File: src/rtl/fre_meas_ctrl_pkg.sv
// Shared types and constants for the frequency-meter measurement path.
package fre_pkg;

  typedef enum logic [1:0] {
    IDLE  = 2'd0,
    GATE  = 2'd1,
    CONV  = 2'd2,
    LATCH = 2'd3
  } fre_state_e;

  localparam int unsigned BCD_W    = 4;
  localparam int unsigned NUM_DIG  = 6;
  localparam int unsigned DISP_MAX = 999_999;

endpackage

File: src/rtl/fre_meas_ctrl_if.sv
// Bundle of the measurement controls and the six-digit readout.
interface fre_meas_ctrl_if;
  import fre_pkg::*;

  logic             pulse;
  logic             meas_en;
  logic             gate;
  logic             busy;
  logic             done;
  logic             ovf;
  logic [BCD_W-1:0] fre_num_u;
  logic [BCD_W-1:0] fre_num_d;
  logic [BCD_W-1:0] fre_num_h;
  logic [BCD_W-1:0] fre_num_t;
  logic [BCD_W-1:0] fre_num_m;
  logic [BCD_W-1:0] fre_num_l;

  modport master (
    input  pulse, meas_en,
    output gate, busy, done, ovf,
    output fre_num_u, fre_num_d, fre_num_h, fre_num_t, fre_num_m, fre_num_l
  );

  modport slave (
    output pulse, meas_en,
    input  gate, busy, done, ovf,
    input  fre_num_u, fre_num_d, fre_num_h, fre_num_t, fre_num_m, fre_num_l
  );
endinterface

File: src/rtl/fre_meas_ctrl_bin2bcd_seq.sv
// Sequential double-dabble converter: one binary bit consumed per cycle.
// The load cycle also consumes the MSB (the add-3 step is a no-op on an
// all-zero BCD register), so conv_done rises CNT_W cycles after start.
// Assumes CNT_W >= 2 and an input value below 10**NUM_DIG.
module bin2bcd_seq
  import fre_pkg::*;
#(
  parameter int unsigned CNT_W = 20
) (
  input  logic                     clk100,
  input  logic                     rst,
  input  logic                     start,
  input  logic [CNT_W-1:0]         bin_i,
  output logic [NUM_DIG*BCD_W-1:0] bcd_o,
  output logic                     conv_done
);
  localparam int unsigned BW = NUM_DIG * BCD_W;
  localparam int unsigned IW = $clog2(CNT_W + 1);

  logic [CNT_W-1:0] sh_q;
  logic [BW-1:0]    bcd_q;
  logic [IW-1:0]    idx_q;
  logic             run_q;
  logic             done_q;

  // One double-dabble iteration: correct digits >= 5, then shift in a bit.
  function automatic logic [BW-1:0] dabble(input logic [BW-1:0] b, input logic bit_in);
    logic [BW-1:0] a;
    a = b;
    for (int i = 0; i < NUM_DIG; i++) begin
      if (a[i*BCD_W +: BCD_W] >= 4'd5)
        a[i*BCD_W +: BCD_W] = a[i*BCD_W +: BCD_W] + 4'd3;
    end
    return {a[BW-2:0], bit_in};
  endfunction

  // Load on start, then shift one bit per cycle until all CNT_W bits are in.
  always_ff @(posedge clk100 or negedge rst) begin
    if (!rst) begin
      sh_q   <= '0;
      bcd_q  <= '0;
      idx_q  <= '0;
      run_q  <= 1'b0;
      done_q <= 1'b0;
    end else begin
      done_q <= 1'b0;
      if (start) begin
        bcd_q <= dabble('0, bin_i[CNT_W-1]);
        sh_q  <= bin_i << 1;
        idx_q <= IW'(1);
        run_q <= 1'b1;
      end else if (run_q) begin
        bcd_q <= dabble(bcd_q, sh_q[CNT_W-1]);
        sh_q  <= sh_q << 1;
        idx_q <= idx_q + 1'b1;
        if (idx_q == IW'(CNT_W - 1)) begin
          run_q  <= 1'b0;
          done_q <= 1'b1;
        end
      end
    end
  end

  assign bcd_o     = bcd_q;
  assign conv_done = done_q;

endmodule

File: src/rtl/fre_meas_ctrl.sv
// Frequency-meter sequencer: synchronise the input, count its rising edges
// over a fixed gate window, convert the count to BCD and latch the readout.
module fre_meas_ctrl
  import fre_pkg::*;
#(
  parameter int unsigned GATE_CYC  = 100_000_000,
  parameter int unsigned COUNT_MAX = DISP_MAX,
  parameter int unsigned CNT_W     = 20
) (
  input  logic            clk100,
  input  logic            rst,
  fre_meas_ctrl_if.master bus
);
  localparam int unsigned      BW        = NUM_DIG * BCD_W;
  localparam int unsigned      GCW       = $clog2(GATE_CYC + 1);
  localparam logic [GCW-1:0]   GATE_LAST = GCW'(GATE_CYC - 1);
  localparam logic [CNT_W-1:0] CNT_LIM   = CNT_W'(COUNT_MAX);
  localparam logic [CNT_W-1:0] CNT_SAT   = CNT_W'(COUNT_MAX + 1);

  fre_state_e       state_q;
  logic [1:0]       sync_q;
  logic             prev_q;
  logic             edge_stb_q;
  logic [GCW-1:0]   gate_cnt_q;
  logic [CNT_W-1:0] edge_cnt_q;
  logic [CNT_W-1:0] edge_cnt_d;
  logic [CNT_W-1:0] bin_clamped;
  logic             ovf_flag;
  logic             start_q;
  logic             gate_q;
  logic             busy_q;
  logic             done_q;
  logic             ovf_q;
  logic [BW-1:0]    digits_q;
  logic [BW-1:0]    bcd;
  logic             conv_done;

  // Saturated counts are shown as the display limit.
  function automatic logic [CNT_W-1:0] clamp_cnt(input logic [CNT_W-1:0] v);
    return (v > CNT_LIM) ? CNT_LIM : v;
  endfunction

  // Two-flop synchroniser followed by a registered rising-edge strobe.
  always_ff @(posedge clk100 or negedge rst) begin
    if (!rst) begin
      sync_q     <= '0;
      prev_q     <= 1'b0;
      edge_stb_q <= 1'b0;
    end else begin
      sync_q     <= {sync_q[0], bus.pulse};
      prev_q     <= sync_q[1];
      edge_stb_q <= sync_q[1] & ~prev_q;
    end
  end

  // Edge counter increment, holding once the overflow value is reached.
  always_comb begin
    edge_cnt_d = edge_cnt_q;
    if (edge_stb_q && (edge_cnt_q != CNT_SAT))
      edge_cnt_d = edge_cnt_q + 1'b1;
  end

  assign ovf_flag    = (edge_cnt_q == CNT_SAT);
  assign bin_clamped = clamp_cnt(edge_cnt_q);

  bin2bcd_seq #(
    .CNT_W (CNT_W)
  ) u_bin2bcd (
    .clk100    (clk100),
    .rst       (rst),
    .start     (start_q),
    .bin_i     (bin_clamped),
    .bcd_o     (bcd),
    .conv_done (conv_done)
  );

  // Measurement FSM with registered status outputs and readout latch.
  always_ff @(posedge clk100 or negedge rst) begin
    if (!rst) begin
      state_q    <= IDLE;
      gate_cnt_q <= '0;
      edge_cnt_q <= '0;
      start_q    <= 1'b0;
      gate_q     <= 1'b0;
      busy_q     <= 1'b0;
      done_q     <= 1'b0;
      ovf_q      <= 1'b0;
      digits_q   <= '0;
    end else begin
      start_q <= 1'b0;
      done_q  <= 1'b0;
      case (state_q)
        IDLE: begin
          if (bus.meas_en) begin
            state_q    <= GATE;
            gate_cnt_q <= '0;
            edge_cnt_q <= '0;
            gate_q     <= 1'b1;
            busy_q     <= 1'b1;
          end
        end
        GATE: begin
          edge_cnt_q <= edge_cnt_d;
          gate_cnt_q <= gate_cnt_q + 1'b1;
          if (gate_cnt_q == GATE_LAST) begin
            state_q <= CONV;
            gate_q  <= 1'b0;
            start_q <= 1'b1;
          end
        end
        CONV: begin
          if (conv_done) begin
            state_q  <= LATCH;
            digits_q <= bcd;
            ovf_q    <= ovf_flag;
            done_q   <= 1'b1;
          end
        end
        LATCH: begin
          if (bus.meas_en) begin
            state_q    <= GATE;
            gate_cnt_q <= '0;
            edge_cnt_q <= '0;
            gate_q     <= 1'b1;
          end else begin
            state_q <= IDLE;
            busy_q  <= 1'b0;
          end
        end
        default: state_q <= IDLE;
      endcase
    end
  end

  assign bus.gate      = gate_q;
  assign bus.busy      = busy_q;
  assign bus.done      = done_q;
  assign bus.ovf       = ovf_q;
  assign bus.fre_num_u = digits_q[0*BCD_W +: BCD_W];
  assign bus.fre_num_d = digits_q[1*BCD_W +: BCD_W];
  assign bus.fre_num_h = digits_q[2*BCD_W +: BCD_W];
  assign bus.fre_num_t = digits_q[3*BCD_W +: BCD_W];
  assign bus.fre_num_m = digits_q[4*BCD_W +: BCD_W];
  assign bus.fre_num_l = digits_q[5*BCD_W +: BCD_W];

endmodule
File: src/flat_wrapper.sv
// flat-port wrapper written by rule: the top's interface ports become plain ports
module fre_meas_ctrl_flat import fre_pkg::*;
#(
  parameter int unsigned GATE_CYC  = 100_000_000,
  parameter int unsigned COUNT_MAX = DISP_MAX,
  parameter int unsigned CNT_W     = 20
)
  (clk100, rst, bus_pulse, bus_meas_en, bus_gate, bus_busy, bus_done, bus_ovf, bus_fre_num_u, bus_fre_num_d, bus_fre_num_h, bus_fre_num_t, bus_fre_num_m, bus_fre_num_l);
  fre_meas_ctrl_if bus_i ();
  input  logic clk100;
  input  logic rst;
  input wire logic [$bits(bus_i.pulse)-1:0] bus_pulse;
  input wire logic [$bits(bus_i.meas_en)-1:0] bus_meas_en;
  output wire logic [$bits(bus_i.gate)-1:0] bus_gate;
  output wire logic [$bits(bus_i.busy)-1:0] bus_busy;
  output wire logic [$bits(bus_i.done)-1:0] bus_done;
  output wire logic [$bits(bus_i.ovf)-1:0] bus_ovf;
  output wire logic [$bits(bus_i.fre_num_u)-1:0] bus_fre_num_u;
  output wire logic [$bits(bus_i.fre_num_d)-1:0] bus_fre_num_d;
  output wire logic [$bits(bus_i.fre_num_h)-1:0] bus_fre_num_h;
  output wire logic [$bits(bus_i.fre_num_t)-1:0] bus_fre_num_t;
  output wire logic [$bits(bus_i.fre_num_m)-1:0] bus_fre_num_m;
  output wire logic [$bits(bus_i.fre_num_l)-1:0] bus_fre_num_l;
  assign bus_i.pulse = bus_pulse;
  assign bus_i.meas_en = bus_meas_en;
  assign bus_gate = bus_i.gate;
  assign bus_busy = bus_i.busy;
  assign bus_done = bus_i.done;
  assign bus_ovf = bus_i.ovf;
  assign bus_fre_num_u = bus_i.fre_num_u;
  assign bus_fre_num_d = bus_i.fre_num_d;
  assign bus_fre_num_h = bus_i.fre_num_h;
  assign bus_fre_num_t = bus_i.fre_num_t;
  assign bus_fre_num_m = bus_i.fre_num_m;
  assign bus_fre_num_l = bus_i.fre_num_l;
  fre_meas_ctrl #(.GATE_CYC(GATE_CYC), .COUNT_MAX(COUNT_MAX), .CNT_W(CNT_W)) u_core (.clk100(clk100), .rst(rst), .bus(bus_i));
endmodule
File: config.mk
export PLATFORM = sky130hd
export DESIGN_NAME = fre_meas_ctrl_flat
export DESIGN_NICKNAME = d
export VERILOG_FILES = /design/src/rtl/fre_meas_ctrl_pkg.sv /design/src/rtl/fre_meas_ctrl_if.sv /design/src/rtl/fre_meas_ctrl_bin2bcd_seq.sv /design/src/rtl/fre_meas_ctrl.sv /design/src/flat_wrapper.sv
export SDC_FILE = /design/constraint.sdc
export NUM_CORES = 1
export LEC_CHECK = 0
export ABC_CLOCK_PERIOD_IN_PS = 3140
export CAP_MARGIN = 20
export CORE_MARGIN = 3
export CORE_UTILIZATION = 61
export DETAILED_ROUTE_END_ITERATION = 8
export PLACE_DENSITY_LB_ADDON = 0.08
export RECOVER_POWER = 50
export SLEW_MARGIN = 20
export SYNTH_ARGS = -nofsm -noshare
export SYNTH_HDL_FRONTEND = slang
export SYNTH_HIERARCHICAL = 1
export SYNTH_SLANG_ARGS = --single-unit
File: constraint.sdc
create_clock -name clk100 -period 3.14 [get_ports clk100]
set_clock_uncertainty 0.15 [all_clocks]
set_input_delay 0.628 -clock clk100 [delete_from_list [all_inputs] [get_ports clk100]]
set_output_delay 0.628 -clock clk100 [all_outputs]
set_load 0.005 [all_outputs]
==> impl_metrics.csv, run 1 <==
group,metric,value,unit
floorplan,start_util,63.6,%
logic_synthesis,synth.net_count,729,
power,power.switching,0.00167,W
logic_synthesis,synthAdderAreaFrac,3.73,%
detailed_routing,first_pass_iters,5,
logic_synthesis,synth_top_family_by_area,"simple AND/OR/NAND/NOR gates",
place,place_ws,399,ps
logic_synthesis,ys_ff_latch,132,
finish,drive_gt1_share,12.7,%
cts,cts_setup_buffers,0,
logic_synthesis,synth-compound-area-share,12.7,%
cts,cts-root-buf,"clkbuf_16",
worst_setup_path,worst-r2r-setup-slack,510,ps
worst_setup_path,reg2reg_depth,8,
cts,tritoncts,"yes",
timing,period_share,83.8,%
cts,cts.path.max_buffers,2,
power,combPwrFrac,22.4,%
cts,cts_made_buffers,17,
logic_synthesis,ys_seq_area_share,46.9,%
detailed_routing,drc,0,
power,p_leak,3.51,nW
floorplan,dieHeight,113,um
floorplan,die_area,0.0129,mm2
power,swShare,30.7,%
place,dpl.hpwl,9420,um
timing,max_freq,380,MHz
floorplan,core-area,0.0111,mm2
logic_synthesis,synth_area_per_cell,10.0,um2
place,globalplace.congestion,0.816,
timing,relSlewSlack,-39.4,%
timing,worst_slew_pin_slew,2090,ps
finish,antenna-diode-count,0,
timing,tns,0,ps
finish,final_nets,753,
timing,post-route-min-period,2630,ps
logic_synthesis,synth_common_cells,"132 x dfrtp_1, 75 x nand2_1, 48 x o21ai_0",
finish,syn2layout_area_growth,14.4,%
worst_setup_path,end_kind,"register",
global_routing,grt_pass1_wl,25400,um
worst_setup_path,r2r_end,"u_core/edge_cnt_q[7]",
place,dp_cells,849,
timing,setup_viol,0,
power,clkPwrFrac,39.1,%
global_routing,grt_pass1_vias,5309,
cts,cts.clk_slew.worst_paths,60,ps
worst_hold_path,hold_path.class,"reg2reg",
cts,cts_hold_repair.buffers,0,
place,io_buffers,31,
floorplan,die_w,113,um
power,p_per_area,675,mW/mm2
logic_synthesis,synth_top_area_cell,"dfrtp_1",
detailed_routing,ant_nets,0,
timing,rsz0062_at_grt,"false",
global_routing,antenna_found_initial,0,
worst_setup_path,critPathKind,"reg2reg",
logic_synthesis,yosysUniqueCellTypes,72,
worst_setup_path,endpoint,"u_core/edge_cnt_q[7]",
cts,h-tree-depth,4,
cts,ctsResizeCount,0,
logic_synthesis,synth-simple-area-share,20.4,%
cts,clock_latency,410,ps
worst_setup_path,crit_start,"u_core/edge_cnt_q[0]",
finish,finalNonFillerCells,881,
floorplan,fp-row-count,38,
run_status,violations,"capacitance limit, slew limit",
cts,cts.sinks,132,
global_routing,track_usage,24.2,%
logic_synthesis,yosysTopAreaCellShare,46.9,%
logic_synthesis,synth_area,0.00705,mm2
logic_synthesis,ys_async_sr_fraction,100,%
power,p_int,0.00377,W
power,pwr-share-seq,38.5,%
detailed_routing,wl_per_cell,16.5,um
run_status,outcome,"finished, violations left",
power,ir_drop,0.000772,V
timing,hold_viol,0,
logic_synthesis,synth_edf_count,0,
logic_synthesis,synth_flop_cell,"dfrtp_1",
detailed_routing,met3WireLength,786,um
global_routing,grt_max_degree,43,
worst_setup_path,rr_startpoint,"u_core/edge_cnt_q[0]",
worst_setup_path,worst-path-max-fanout,10,
worst_setup_path,cp-start-kind,"register",
detailed_routing,wl_met1,6390,um
timing,setup_ws,507,ps
floorplan,boundaryPins,32,
detailed_routing,met2_length,7090,um
logic_synthesis,synth_cells,704,
worst_setup_path,crit_arrival,2780,ps
logic_synthesis,synthMuxAreaShare,7.21,%
logic_synthesis,yosysWarningCount,6,
detailed_routing,num_vias,5363,
worst_setup_path,worstPathRequired,3280,ps
timing,slew_viol_final,38,
job,drv_cap,1,
detailed_routing,totalWireLength,14500,um
detailed_routing,vias_per_cell,6.09,
logic_synthesis,yosysMostFrequentCell,"dfrtp_1",
detailed_routing,first_iter_violations,600,
global_routing,overflow,0,
power,p_total,0.00544,W
logic_synthesis,synth_area_leaders,"dfrtp_1 47%, mux2_2 4.2%, nand2_1 4.0%",
detailed_routing,highest_layer,"met4",
logic_synthesis,synthXorXnorAreaFrac,4.23,%
-- through the flow --
| step | util (%) | hold slack [ps] | area [um2] |
|---|---|---|---|
| CTS | 72.9 | 42.2 | 8070 |
| global placement | 67.1 | 195 | 7430 |
| finish | 72.7 | 201 | 8060 |
| global route | 72.7 | 208 | 8060 |
| floorplan | - | 181 | 7050 |
| detailed placement | 67.1 | 186 | 7430 |
-- cell families after synthesis --
family / after synthesis
AND/OR/NAND/NOR: 266
AO/OA/AOI/OAI: 134
flip-flops: 132
buffers and inverters: 70
multiplexers: 47
XOR/XNOR: 34
adder cells (fa/ha/maj): 21
-- cell type report --
type	instances	area (um2)
inverter	27	101
fill	815	3020
multi-input combinational	502	3400
timing repair buffer	48	434
sequential	132	3300
clock buffer	22	494
tap	140	175
clock inverter	10	150
-- cells in the final DEF, fill, tap and decap left out, types with 5 or more instances in the layout --
cell type and n:
a21oi_1 21, a31oi_1 11, and2_1 9, and3_1 10, buf_4 13, clkbuf_16 17
clkbuf_8 5, clkdlybuf4s50_1 28, clkinv_2 6, dfrtp_1 131, ha_1 21, inv_1 27
mux2_2 26, mux2i_1 20, nand2_1 75, nand2b_1 14, nand3_1 36, nand3b_1 7
nand4_1 21, nor2_1 43, nor2b_1 6, nor3_1 8, o21ai_0 48, o221ai_1 6
o32ai_1 5, or4b_1 5, xnor2_1 6, xor2_1 28
-- power groups by stage --
stage          Sequential (W)  Combinational [W]  Clock (W)
2_1_floorplan         0.00201           0.000980          0
3_3_place_gp          0.00210            0.00115          0
3_5_place_dp          0.00211            0.00121          0
4_1_cts               0.00208            0.00121    0.00216
5_1_grt               0.00212            0.00136    0.00224
6_report              0.00209            0.00122    0.00213
-- registers in the layout, summed over array words and instances (netlist names) --
| register | flops |
|---|---|
| u_core/sync_q | 2 |
| u_core/u_bin2bcd/run_q | 1 |
| u_core/u_bin2bcd/bcd_o | 24 |
| u_core/bus.gate | 1 |
| u_core/edge_stb_q | 1 |
| u_core/state_q | 2 |
| u_core/bus.done | 1 |
| u_core/digits_q | 24 |
| u_core/prev_q | 1 |
| u_core/start_q | 1 |
| u_core/gate_cnt_q | 27 |
| u_core/u_bin2bcd/sh_q | 19 |
| u_core/u_bin2bcd/conv_done | 1 |
| u_core/edge_cnt_q | 20 |
| u_core/bus.ovf | 1 |
| u_core/u_bin2bcd/idx_q | 5 |
| u_core/bus.busy | 1 |
-- critical path, cell delays in order, from the launching register on --
cell	delay [ps]
dfrtp_1	420
inv_1	100
ha_1	140
nor4b_1	290
nand4_1	210
a211oi_2	650
buf_4	260
nor3_1	50
a211o_1	220
-- metal layers --
metal  vias up  global-route usage, %
met2       183                   38.4
li1       2563                      -
met5         -                      0
met4         0                   9.38
met3        23                   6.42
met1      2594                   31.8
-- worst min path at each step --
stage	from	to	slack, ps	cells past startpoint
after floorplan	rst	u_core/bus.busy	180	0
after global placement	u_core/sync_q[0]	u_core/sync_q[1]	200	0
after detailed placement	u_core/sync_q[0]	u_core/sync_q[1]	190	0
after CTS	rst	u_core/digits_q[9]	40	1
after global routing	u_core/sync_q[0]	u_core/sync_q[1]	210	0
final	u_core/sync_q[0]	u_core/sync_q[1]	200	0
Power figures use the tool's default switching activity.
==> inputs of run 2 (changes only) <==
ABC_CLOCK_PERIOD_IN_PS = 2400   (was 3140)
CORE_UTILIZATION = 55   (was 61)
clock period = 2.4 ns   (was 3.14 ns; I/O delays follow)
==> run 2 against run 1 <==
Effect of this change: combinational power is 50% higher; the run now ends clean; fmax increased by 14%; largest cell class unchanged; register-to-register slack got worse by 420 ps; clock power is 38% higher; hold slack better by 18 ps.
==> impl_metrics.csv, run 2 (synthesis results as in run 1) <==
group,metric,value,unit
timing,hold_viol,0,
worst_setup_path,worst-path-max-fanout,15,
detailed_routing,first_iter_violations,449,
cts,tritoncts,"yes",
floorplan,core-area,0.0123,mm2
power,power.switching,0.00228,W
finish,largest_reg_flops,27,
worst_setup_path,crit_arrival,2480,ps
detailed_routing,num_vias,5430,
finish,final_cell_mix,"131 x dfrtp_1, 75 x nand2_1, 48 x o21ai_0",
timing,worst_slew_pin_slew,833,ps
place,globalplace.congestion,0.873,
place,io_buffers,31,
power,clkPwrFrac,39.3,%
floorplan,boundaryPins,32,
global_routing,overflow,0,
timing,period_share,96.2,%
floorplan,fp-row-count,40,
power,p_leak,3.61,nW
detailed_routing,first_pass_iters,5,
finish,layout_commonest_cell,"dfrtp_1",
place,dpl.hpwl,9960,um
finish,seqCellArea,0.00330,mm2
global_routing,grt_pass1_wl,25700,um
job,drv_cap,0,
cts,cts.path.max_buffers,2,
floorplan,die_area,0.0142,mm2
power,ir_drop,0.000734,V
floorplan,die_w,119,um
finish,n_fill_cell,954,
timing,setup_viol,0,
detailed_routing,drc,0,
power,p_per_area,897,mW/mm2
worst_setup_path,critPathKind,"reg2reg",
floorplan,start_util,57.5,%
power,combPwrFrac,24.6,%
worst_hold_path,hold_path.class,"reg2reg",
floorplan,dieHeight,119,um
timing,tns,0,ps
finish,fin_area,0.00829,mm2
finish,syn2layout_area_growth,17.7,%
finish,antenna-diode-count,0,
cts,cts-root-buf,"clkbuf_16",
power,p_total,0.00744,W
cts,h-tree-depth,4,
global_routing,grt_max_degree,43,
power,p_int,0.00516,W
worst_setup_path,end_kind,"register",
run_status,outcome,"finished, final reports clean",
detailed_routing,wl_per_cell,16.1,um
detailed_routing,totalWireLength,15000,um
global_routing,track_usage,22.1,%
cts,clock_latency,410,ps
cts,cts.clk_slew.worst_paths,60,ps
global_routing,grt_pass1_vias,5298,
finish,drive_gt1_share,15.5,%
place,place_ws,26.5,ps
power,swShare,30.7,%
timing,post-route-min-period,2310,ps
finish,multi_input_area,0.00340,mm2
finish,top_register,"u_core/gate_cnt_q",
cts,cts_made_buffers,17,
power,pwr-share-seq,36.1,%
timing,relSlewSlack,44.5,%
finish,final_nets,775,
timing,slew_viol_final,0,
detailed_routing,vias_per_cell,5.83,
worst_setup_path,worstPathRequired,2570,ps
timing,setup_ws,90.2,ps
timing,max_freq,433,MHz
cts,cts.sinks,132,
detailed_routing,ant_nets,0,
worst_setup_path,cp-start-kind,"register",
place,place_area,0.00764,mm2
global_routing,antenna_found_initial,0,
==> run 2: cell type report <==
class | instances | share of cell area [%]
inverter | 27 | 1.22
clock buffer | 18 | 5.30
sequential | 132 | 39.8
timing repair buffer | 70 | 7.29
multi-input combinational | 502 | 41.0
clock inverter | 14 | 2.81
tap | 168 | 2.53
==> run 2: power by group through the flow <==
stage | sequential [W] | clock, W | combinational, W
after global routing | 0.00271 | 0.00308 | 0.00203
after detailed placement | 0.00272 | 0 | 0.00179
final | 0.00268 | 0.00293 | 0.00183
after CTS | 0.00268 | 0.00298 | 0.00181
after floorplan | 0.00263 | 0 | 0.00128
after global placement | 0.00270 | 0 | 0.00173
==> run 2: critical path, stage by stage, from the launching register on <==
cell and delay, ps:
dfrtp_1 430, inv_1 110, ha_1 160, nor4b_1 250, nand4_1 240, a211oi_2 300, buf_4 240, nor2_1 140
a21oi_1 210
==> run 2: metal layers <==
metal	GRT usage (%)	vias to the layer above	share of wire, %
met5	0	-	0
met4	6.59	0	0.99
met3	5.03	20	3.9
met2	35.4	135	49
met1	30.2	2670	46
li1	-	2605	-
==> run 2: final timing paths <==
check                                     start              endpoint  slack (ps)  depth (start not counted)
setup / recovery           u_core/edge_cnt_q[0]  u_core/edge_cnt_q[0]          90                          8
hold / removal                 u_core/sync_q[1]         u_core/prev_q         220                          0
setup reg to reg           u_core/edge_cnt_q[0]  u_core/edge_cnt_q[0]          90                          8
hold reg to reg                u_core/sync_q[1]         u_core/prev_q         220                          0
max in group asynchronous                   rst        u_core/start_q         350                          3
min in group asynchronous                   rst    u_core/digits_q[7]         560                          2
==> run 2: through the flow <==
stage / utilization (%) / instances / hold WS, ps
after detailed placement: 62.3 / 895 / 199
after global placement: 62.3 / 895 / 195
final: 67.6 / 931 / 219
after CTS: 67.8 / 928 / 221
after floorplan: - / 704 / 34.4
after global routing: 67.6 / 931 / 234
==> run 2: what timing repair did <==
| item | in CTS | in global routing |
|---|---|---|
| gates resized for setup | 0 | 1 |
| endpoints found under the setup margin | 0 | 15 |
| endpoints found under the hold margin | 29 | 0 |
| hold buffers | 1 | 0 |
| setup buffers | 0 | 3 |
